[config.mk]
export PLATFORM = sky130hd
export DESIGN_NAME = alu_operand_sequencer_flat
export DESIGN_NICKNAME = d
export VERILOG_FILES = /design/src/rtl/alu_operand_sequencer_if.sv /design/src/rtl/alu_operand_sequencer.sv /design/src/flat_wrapper.sv
export SDC_FILE = /design/constraint.sdc
export NUM_CORES = 1
export LEC_CHECK = 0
export BUFFER_PORTS_ARGS = -buffer_cell sky130_fd_sc_hd__buf_2
export CAP_MARGIN = 25
export CORE_MARGIN = 4
export CORE_UTILIZATION = 47
export CTS_CLUSTER_DIAMETER = 40
export DETAILED_ROUTE_END_ITERATION = 10
export PLACE_DENSITY = 0.75
export SYNTH_ARGS = -nofsm -noshare
export SYNTH_HDL_FRONTEND = slang
export SYNTH_SLANG_ARGS = --single-unit
export TNS_END_PERCENT = 30
[constraint.sdc]
create_clock -name clk -period 2.2 [get_ports clk]
set_clock_uncertainty 0.15 [all_clocks]
set_input_delay 0.11 -clock clk [delete_from_list [all_inputs] [get_ports clk]]
set_output_delay 0.11 -clock clk [all_outputs]
set_load 0.01 [all_outputs]
[src/rtl/alu_operand_sequencer_if.sv]
// alu_operand_sequencer_if: instruction handshake, operand-select, ALU and writeback bus.
// With SEQ_TIMEOUT_EN defined it also carries the sticky err flag.
interface alu_operand_sequencer_if;
    logic [15:0] instr;
    logic        instr_valid;
    logic        instr_ready;
    logic        hold;
    logic [1:0]  sourcex;
    logic [3:0]  arg_a;
    logic [3:0]  arg_b;
    logic [3:0]  alu_op;
    logic        alu_start;
    logic        alu_done;
    logic [15:0] alu_result;
    logic        wr_en;
    logic [3:0]  wr_addr;
    logic [15:0] wr_data;
    logic        busy;
`ifdef SEQ_TIMEOUT_EN
    logic        err;
`endif
    modport master (
        output instr, instr_valid, hold, alu_done, alu_result,
        input  instr_ready, sourcex, arg_a, arg_b, alu_op, alu_start,
               wr_en, wr_addr, wr_data, busy
`ifdef SEQ_TIMEOUT_EN
        , err
`endif
    );
    modport slave (
        input  instr, instr_valid, hold, alu_done, alu_result,
        output instr_ready, sourcex, arg_a, arg_b, alu_op, alu_start,
               wr_en, wr_addr, wr_data, busy
`ifdef SEQ_TIMEOUT_EN
        , err
`endif
    );
endinterface

[src/rtl/alu_operand_sequencer.sv]
// alu_operand_sequencer: latches one instruction, waits RF_LAT for operands, starts the ALU, writes back.
// Optional SEQ_TIMEOUT_EN aborts a WAIT lasting TIMEOUT cycles and sets sticky err.
module alu_operand_sequencer #(
    parameter int RF_LAT  = 1,
    parameter int TIMEOUT = 64
) (
    input logic                    clk,
    input logic                    reset_n,
    alu_operand_sequencer_if.slave bus
);
    typedef enum logic [2:0] {IDLE, READ, EXEC, WAIT, WB} state_t;
    state_t     state;
    logic [2:0] lat_cnt;
    logic       wb_en;
    logic       unused_rsvd;
`ifdef SEQ_TIMEOUT_EN
    localparam int TW = $clog2(TIMEOUT) + 1;
    logic [TW-1:0] tcnt;
`endif
    if (RF_LAT < 1 || RF_LAT > 7 || TIMEOUT < 1) begin : g_bad_param
        $error("alu_operand_sequencer: RF_LAT must be 1..7 and TIMEOUT >= 1");
    end
    assign unused_rsvd     = bus.instr[15];
    assign bus.instr_ready = state == IDLE && !bus.hold;
    assign bus.busy        = state != IDLE;
    // the write strobe only fires on the WB exit cycle, so a held WB writes once
    assign bus.wr_en       = state == WB && wb_en && !bus.hold;
    always_ff @(posedge clk or negedge reset_n) begin
        if (!reset_n) begin
            state         <= IDLE;
            lat_cnt       <= '0;
            wb_en         <= 1'b0;
            bus.sourcex   <= '0;
            bus.arg_a     <= '0;
            bus.arg_b     <= '0;
            bus.alu_op    <= '0;
            bus.alu_start <= 1'b0;
            bus.wr_addr   <= '0;
            bus.wr_data   <= '0;
`ifdef SEQ_TIMEOUT_EN
            tcnt          <= '0;
            bus.err       <= 1'b0;
`endif
        end else begin
            bus.alu_start <= 1'b0;
            case (state)
                IDLE: if (bus.instr_valid && !bus.hold) begin
                    wb_en       <= bus.instr[14];
                    bus.alu_op  <= bus.instr[13:10];
                    bus.sourcex <= bus.instr[9:8];
                    bus.arg_a   <= bus.instr[7:4];
                    bus.arg_b   <= bus.instr[3:0];
                    bus.wr_addr <= bus.instr[9] ? 4'd8 : bus.instr[7:4];
                    lat_cnt     <= 3'(RF_LAT - 1);
                    state       <= READ;
                end
                READ: if (!bus.hold) begin
                    if (lat_cnt == 3'd0) begin
                        state         <= EXEC;
                        bus.alu_start <= 1'b1;
                    end else begin
                        lat_cnt <= lat_cnt - 3'd1;
                    end
                end
                EXEC: begin
                    state <= WAIT;
`ifdef SEQ_TIMEOUT_EN
                    tcnt  <= '0;
`endif
                end
                WAIT: begin
                    if (bus.alu_done) begin
                        bus.wr_data <= bus.alu_result;
                        state       <= WB;
                    end
`ifdef SEQ_TIMEOUT_EN
                    else if (tcnt == TW'(TIMEOUT - 1)) begin
                        bus.err <= 1'b1;
                        state   <= IDLE;
                    end else begin
                        tcnt <= tcnt + TW'(1);
                    end
`endif
                end
                WB: if (!bus.hold) state <= IDLE;
                default: state <= IDLE;
            endcase
        end
    end
endmodule

[src/flat_wrapper.sv]
// flat-port wrapper written by rule: the top's interface ports become plain ports
module alu_operand_sequencer_flat 
#(
    parameter int RF_LAT  = 1,
    parameter int TIMEOUT = 64
)
  (clk, reset_n, bus_instr, bus_instr_valid, bus_hold, bus_alu_done, bus_alu_result, bus_instr_ready, bus_sourcex, bus_arg_a, bus_arg_b, bus_alu_op, bus_alu_start, bus_wr_en, bus_wr_addr, bus_wr_data, bus_busy);
  alu_operand_sequencer_if bus_i ();
  input logic clk;
  input logic reset_n;
  input wire logic [$bits(bus_i.instr)-1:0] bus_instr;
  input wire logic [$bits(bus_i.instr_valid)-1:0] bus_instr_valid;
  input wire logic [$bits(bus_i.hold)-1:0] bus_hold;
  input wire logic [$bits(bus_i.alu_done)-1:0] bus_alu_done;
  input wire logic [$bits(bus_i.alu_result)-1:0] bus_alu_result;
  output wire logic [$bits(bus_i.instr_ready)-1:0] bus_instr_ready;
  output wire logic [$bits(bus_i.sourcex)-1:0] bus_sourcex;
  output wire logic [$bits(bus_i.arg_a)-1:0] bus_arg_a;
  output wire logic [$bits(bus_i.arg_b)-1:0] bus_arg_b;
  output wire logic [$bits(bus_i.alu_op)-1:0] bus_alu_op;
  output wire logic [$bits(bus_i.alu_start)-1:0] bus_alu_start;
  output wire logic [$bits(bus_i.wr_en)-1:0] bus_wr_en;
  output wire logic [$bits(bus_i.wr_addr)-1:0] bus_wr_addr;
  output wire logic [$bits(bus_i.wr_data)-1:0] bus_wr_data;
  output wire logic [$bits(bus_i.busy)-1:0] bus_busy;
  assign bus_i.instr = bus_instr;
  assign bus_i.instr_valid = bus_instr_valid;
  assign bus_i.hold = bus_hold;
  assign bus_i.alu_done = bus_alu_done;
  assign bus_i.alu_result = bus_alu_result;
  assign bus_instr_ready = bus_i.instr_ready;
  assign bus_sourcex = bus_i.sourcex;
  assign bus_arg_a = bus_i.arg_a;
  assign bus_arg_b = bus_i.arg_b;
  assign bus_alu_op = bus_i.alu_op;
  assign bus_alu_start = bus_i.alu_start;
  assign bus_wr_en = bus_i.wr_en;
  assign bus_wr_addr = bus_i.wr_addr;
  assign bus_wr_data = bus_i.wr_data;
  assign bus_busy = bus_i.busy;
  alu_operand_sequencer #(.RF_LAT(RF_LAT), .TIMEOUT(TIMEOUT)) u_core (.clk(clk), .reset_n(reset_n), .bus(bus_i));
endmodule
==> results.sh <==
export IMPL_outcome="completed"
export IMPL_arrival_ns=2.01
export IMPL_reg2reg_to="u_core.bus.alu_op[1]"
export IMPL_worstHoldEndpoint="u_core.lat_cnt[2]"
export IMPL_cts_buffers=5
export IMPL_dr_wl_met2_um=2080
export IMPL_ys_types=29
export IMPL_syn_area_um2=1790
export IMPL_fin_tns_setup_ns=0
export IMPL_drt_iter0_markers=51
export IMPL_fp_dieH_um=69.7
export IMPL_final_max_slew_viol_count=0
export IMPL_cts_path_max_buffers=2
export IMPL_cts_root_buf="clkbuf_8"
export IMPL_die_area_um2=4860
export IMPL_antenna_found_initial=0
export IMPL_ys_async_sr_fraction_pct=100
export IMPL_crit_path_start_kind="flop"
export IMPL_grtUsageTotal_pct=18.4
export IMPL_hold_class="primary input to flop"
export IMPL_slew_limit_headroom_pct=39.8
export IMPL_placed_cells=245
export IMPL_whs_path_depth=4
export IMPL_cts_sinks=42
export IMPL_m1WireLength_um=1700
export IMPL_firstDrtPassIters=4
export IMPL_tightest_slew_ns=0.902
export IMPL_r2r_slack_ns=0.21
export IMPL_fin_cells=287
export IMPL_num_vias=1376
export IMPL_wl_per_cell_um=14.4
export IMPL_antenna_left=0
export IMPL_die_w_um=69.7
export IMPL_finalSetupViolCount=0
export IMPL_layout_commonest_cell="buf_2"
export IMPL_vias_per_cell=4.79
export IMPL_rr_worst_depth=4
export IMPL_post_cts_buffers=0
export IMPL_reg2reg_from="u_core.state[1]"
export IMPL_crit_required_ns=2.23
export IMPL_worst_slack_ns=0.212
export IMPL_cts_max_level=2
export IMPL_grt_ovfl_total=0
export IMPL_hold_viol_final=0
export IMPL_finalPower_mw=3.14
export IMPL_area_growth_pct=46.3
export IMPL_nNetsFinal=277
export IMPL_place_ws_ns=0.216
export IMPL_clock_latency_ns=0.29
export IMPL_rsz0062_at_grt="no"
export IMPL_p_leak_nw=1.34
export IMPL_hold_ws_ns=0.114
export IMPL_synthCells=127
export IMPL_synth_main_ff_cell="dfrtp_1"
export IMPL_mappedNetlistNets=166
export IMPL_highest_layer="met4"
export IMPL_critical_path_peak_fanout=19
export IMPL_tritoncts="yes"
export IMPL_yosys_warnings=0
export IMPL_mostFrequentLayoutCells="73 x buf_2, 42 x dfrtp_1, 34 x dlygate4sd3_1"
export IMPL_seq_area_frac_synth_pct=58.7
export IMPL_ios=75
export IMPL_design_core_area_um2=3660
export IMPL_met3_length_um=332
export IMPL_start_util_pct=48.9
export IMPL_final_cell_area_um2=2620
export IMPL_clkTransAtPathRegs_ns=0.07
export IMPL_synth_seq_cells=42
export IMPL_hold_start="bus_instr_valid"
export IMPL_finalWirelength_um=4140
export IMPL_syn_mean_instance_area_um2=14.1
export IMPL_utilization_pct=71.5
export IMPL_port_buffers=73
export IMPL_crit_path_end_kind="flop"
export IMPL_grt_pass1_vias=1528
export IMPL_fin_crit_sh_pct=90.3
export IMPL_routabilityCongestion=0.811
export IMPL_grt_max_degree=43
export IMPL_cap_violations=0
export IMPL_rows=22
export IMPL_pwr_density_cell_nw_per_um2=1200
export IMPL_fmaxAchievable_ghz=0.503
export IMPL_drive_above_1_share_pct=50.2
export IMPL_dpl_cell_area_um2=2190
export IMPL_diodes=0
export IMPL_fin_crit_ns=1.99
export IMPL_synth_edf_count=0
export IMPL_drc_errors=0
export IMPL_ir_worst_vdd_mv=0.710
export IMPL_grt_pass1_wl_um=7250
export IMPL_dp_hpwl_um=2690
export IMPL_worstSetupPathType="flop to flop"
-- cells in the mapped netlist (2+ instances only) --
master    count  share of area [%]
dfrtp_1      42                 59
mux2_2       25                 16
mux2_4        9                7.5
nand2_1       7                1.5
inv_1         5                1.0
nor2_1        5                1.0
o21ai_0       5                1.4
and2b_1       3                1.3
clkbuf_1      2               0.42
ha_1          2                1.4
nand3_1       2               0.56
o211ai_1      2               0.84
or3_2         2               0.84
-- layer usage --
layer	vias to the layer above	track usage, %
met5	-	0
met4	0	3.19
met3	2	6.81
met2	57	31.9
met1	658	22.1
li1	659	-
-- power breakdown --
group,switching (mW),internal (mW)
registers,0.199,1.14
logic,0.595,0.717
clock network,0.242,0.253
-- worst max-delay path, stage by stage (launching register included) --
cell	delay, ns
dfrtp_1	0.44
or3_4	0.40
or3_1	0.31
buf_4	0.24
mux2_4	0.33
-- state kept, by name, summed over array words and instances (netlist names) --
| register | count |
|---|---|
| u_core.bus.alu_op | 4 |
| u_core.bus.wr_addr | 4 |
| u_core.bus.wr_data | 16 |
| u_core.lat_cnt | 3 |
| u_core.state | 3 |
| u_core.bus.arg_a | 4 |
| u_core.bus.alu_start | 1 |
| u_core.wb_en | 1 |
| u_core.bus.arg_b | 4 |
| u_core.bus.sourcex | 2 |
-- cells by family (layout without fill, tap and decap cells) --
group | Yosys count | count (layout) | share of synthesized area, %
adders and majority gates | 2 | 2 | 1.40
AOI/OAI and AO/OA | 9 | 9 | 3.00
muxes | 35 | 35 | 23.8
DFF | 42 | 42 | 58.7
and+or+nand+nor | 29 | 29 | 9.57
buffers and inverters | 10 | 122 | 3.49
-- cell type report --
cell class / count / area (um2)
Clock buffer: 7 / 86.3
Clock inverter: 1 / 5.00
Timing Repair Buffer: 109 / 721
Sequential cell: 42 / 1050
Multi-Input combinational cell: 75 / 677
Tap cell: 48 / 60.1
Fill cell: 253 / 1040
Inverter: 5 / 18.8
-- worst max path at each step --
stage	end	cells past startpoint	startpoint	slack (ns)
after global placement	u_core.bus.arg_a[3]	4	u_core.state[1]	0.27
after detailed placement	u_core.bus.alu_op[1]	4	u_core.state[1]	0.22
after CTS	u_core.bus.alu_op[1]	4	u_core.state[1]	0.21
final	u_core.bus.alu_op[1]	4	u_core.state[1]	0.21
after global routing	u_core.bus.alu_op[1]	4	u_core.state[1]	0.17
after floorplan	u_core.bus.alu_op[0]	5	u_core.state[1]	0.21
-- repair_timing --
action,4_1_cts,5_1_grt
hold buffers,34,0
endpoints found under the hold margin,76,0
gates resized for setup,0,0
No activity file was read; power rests on OpenSTA's default activity.
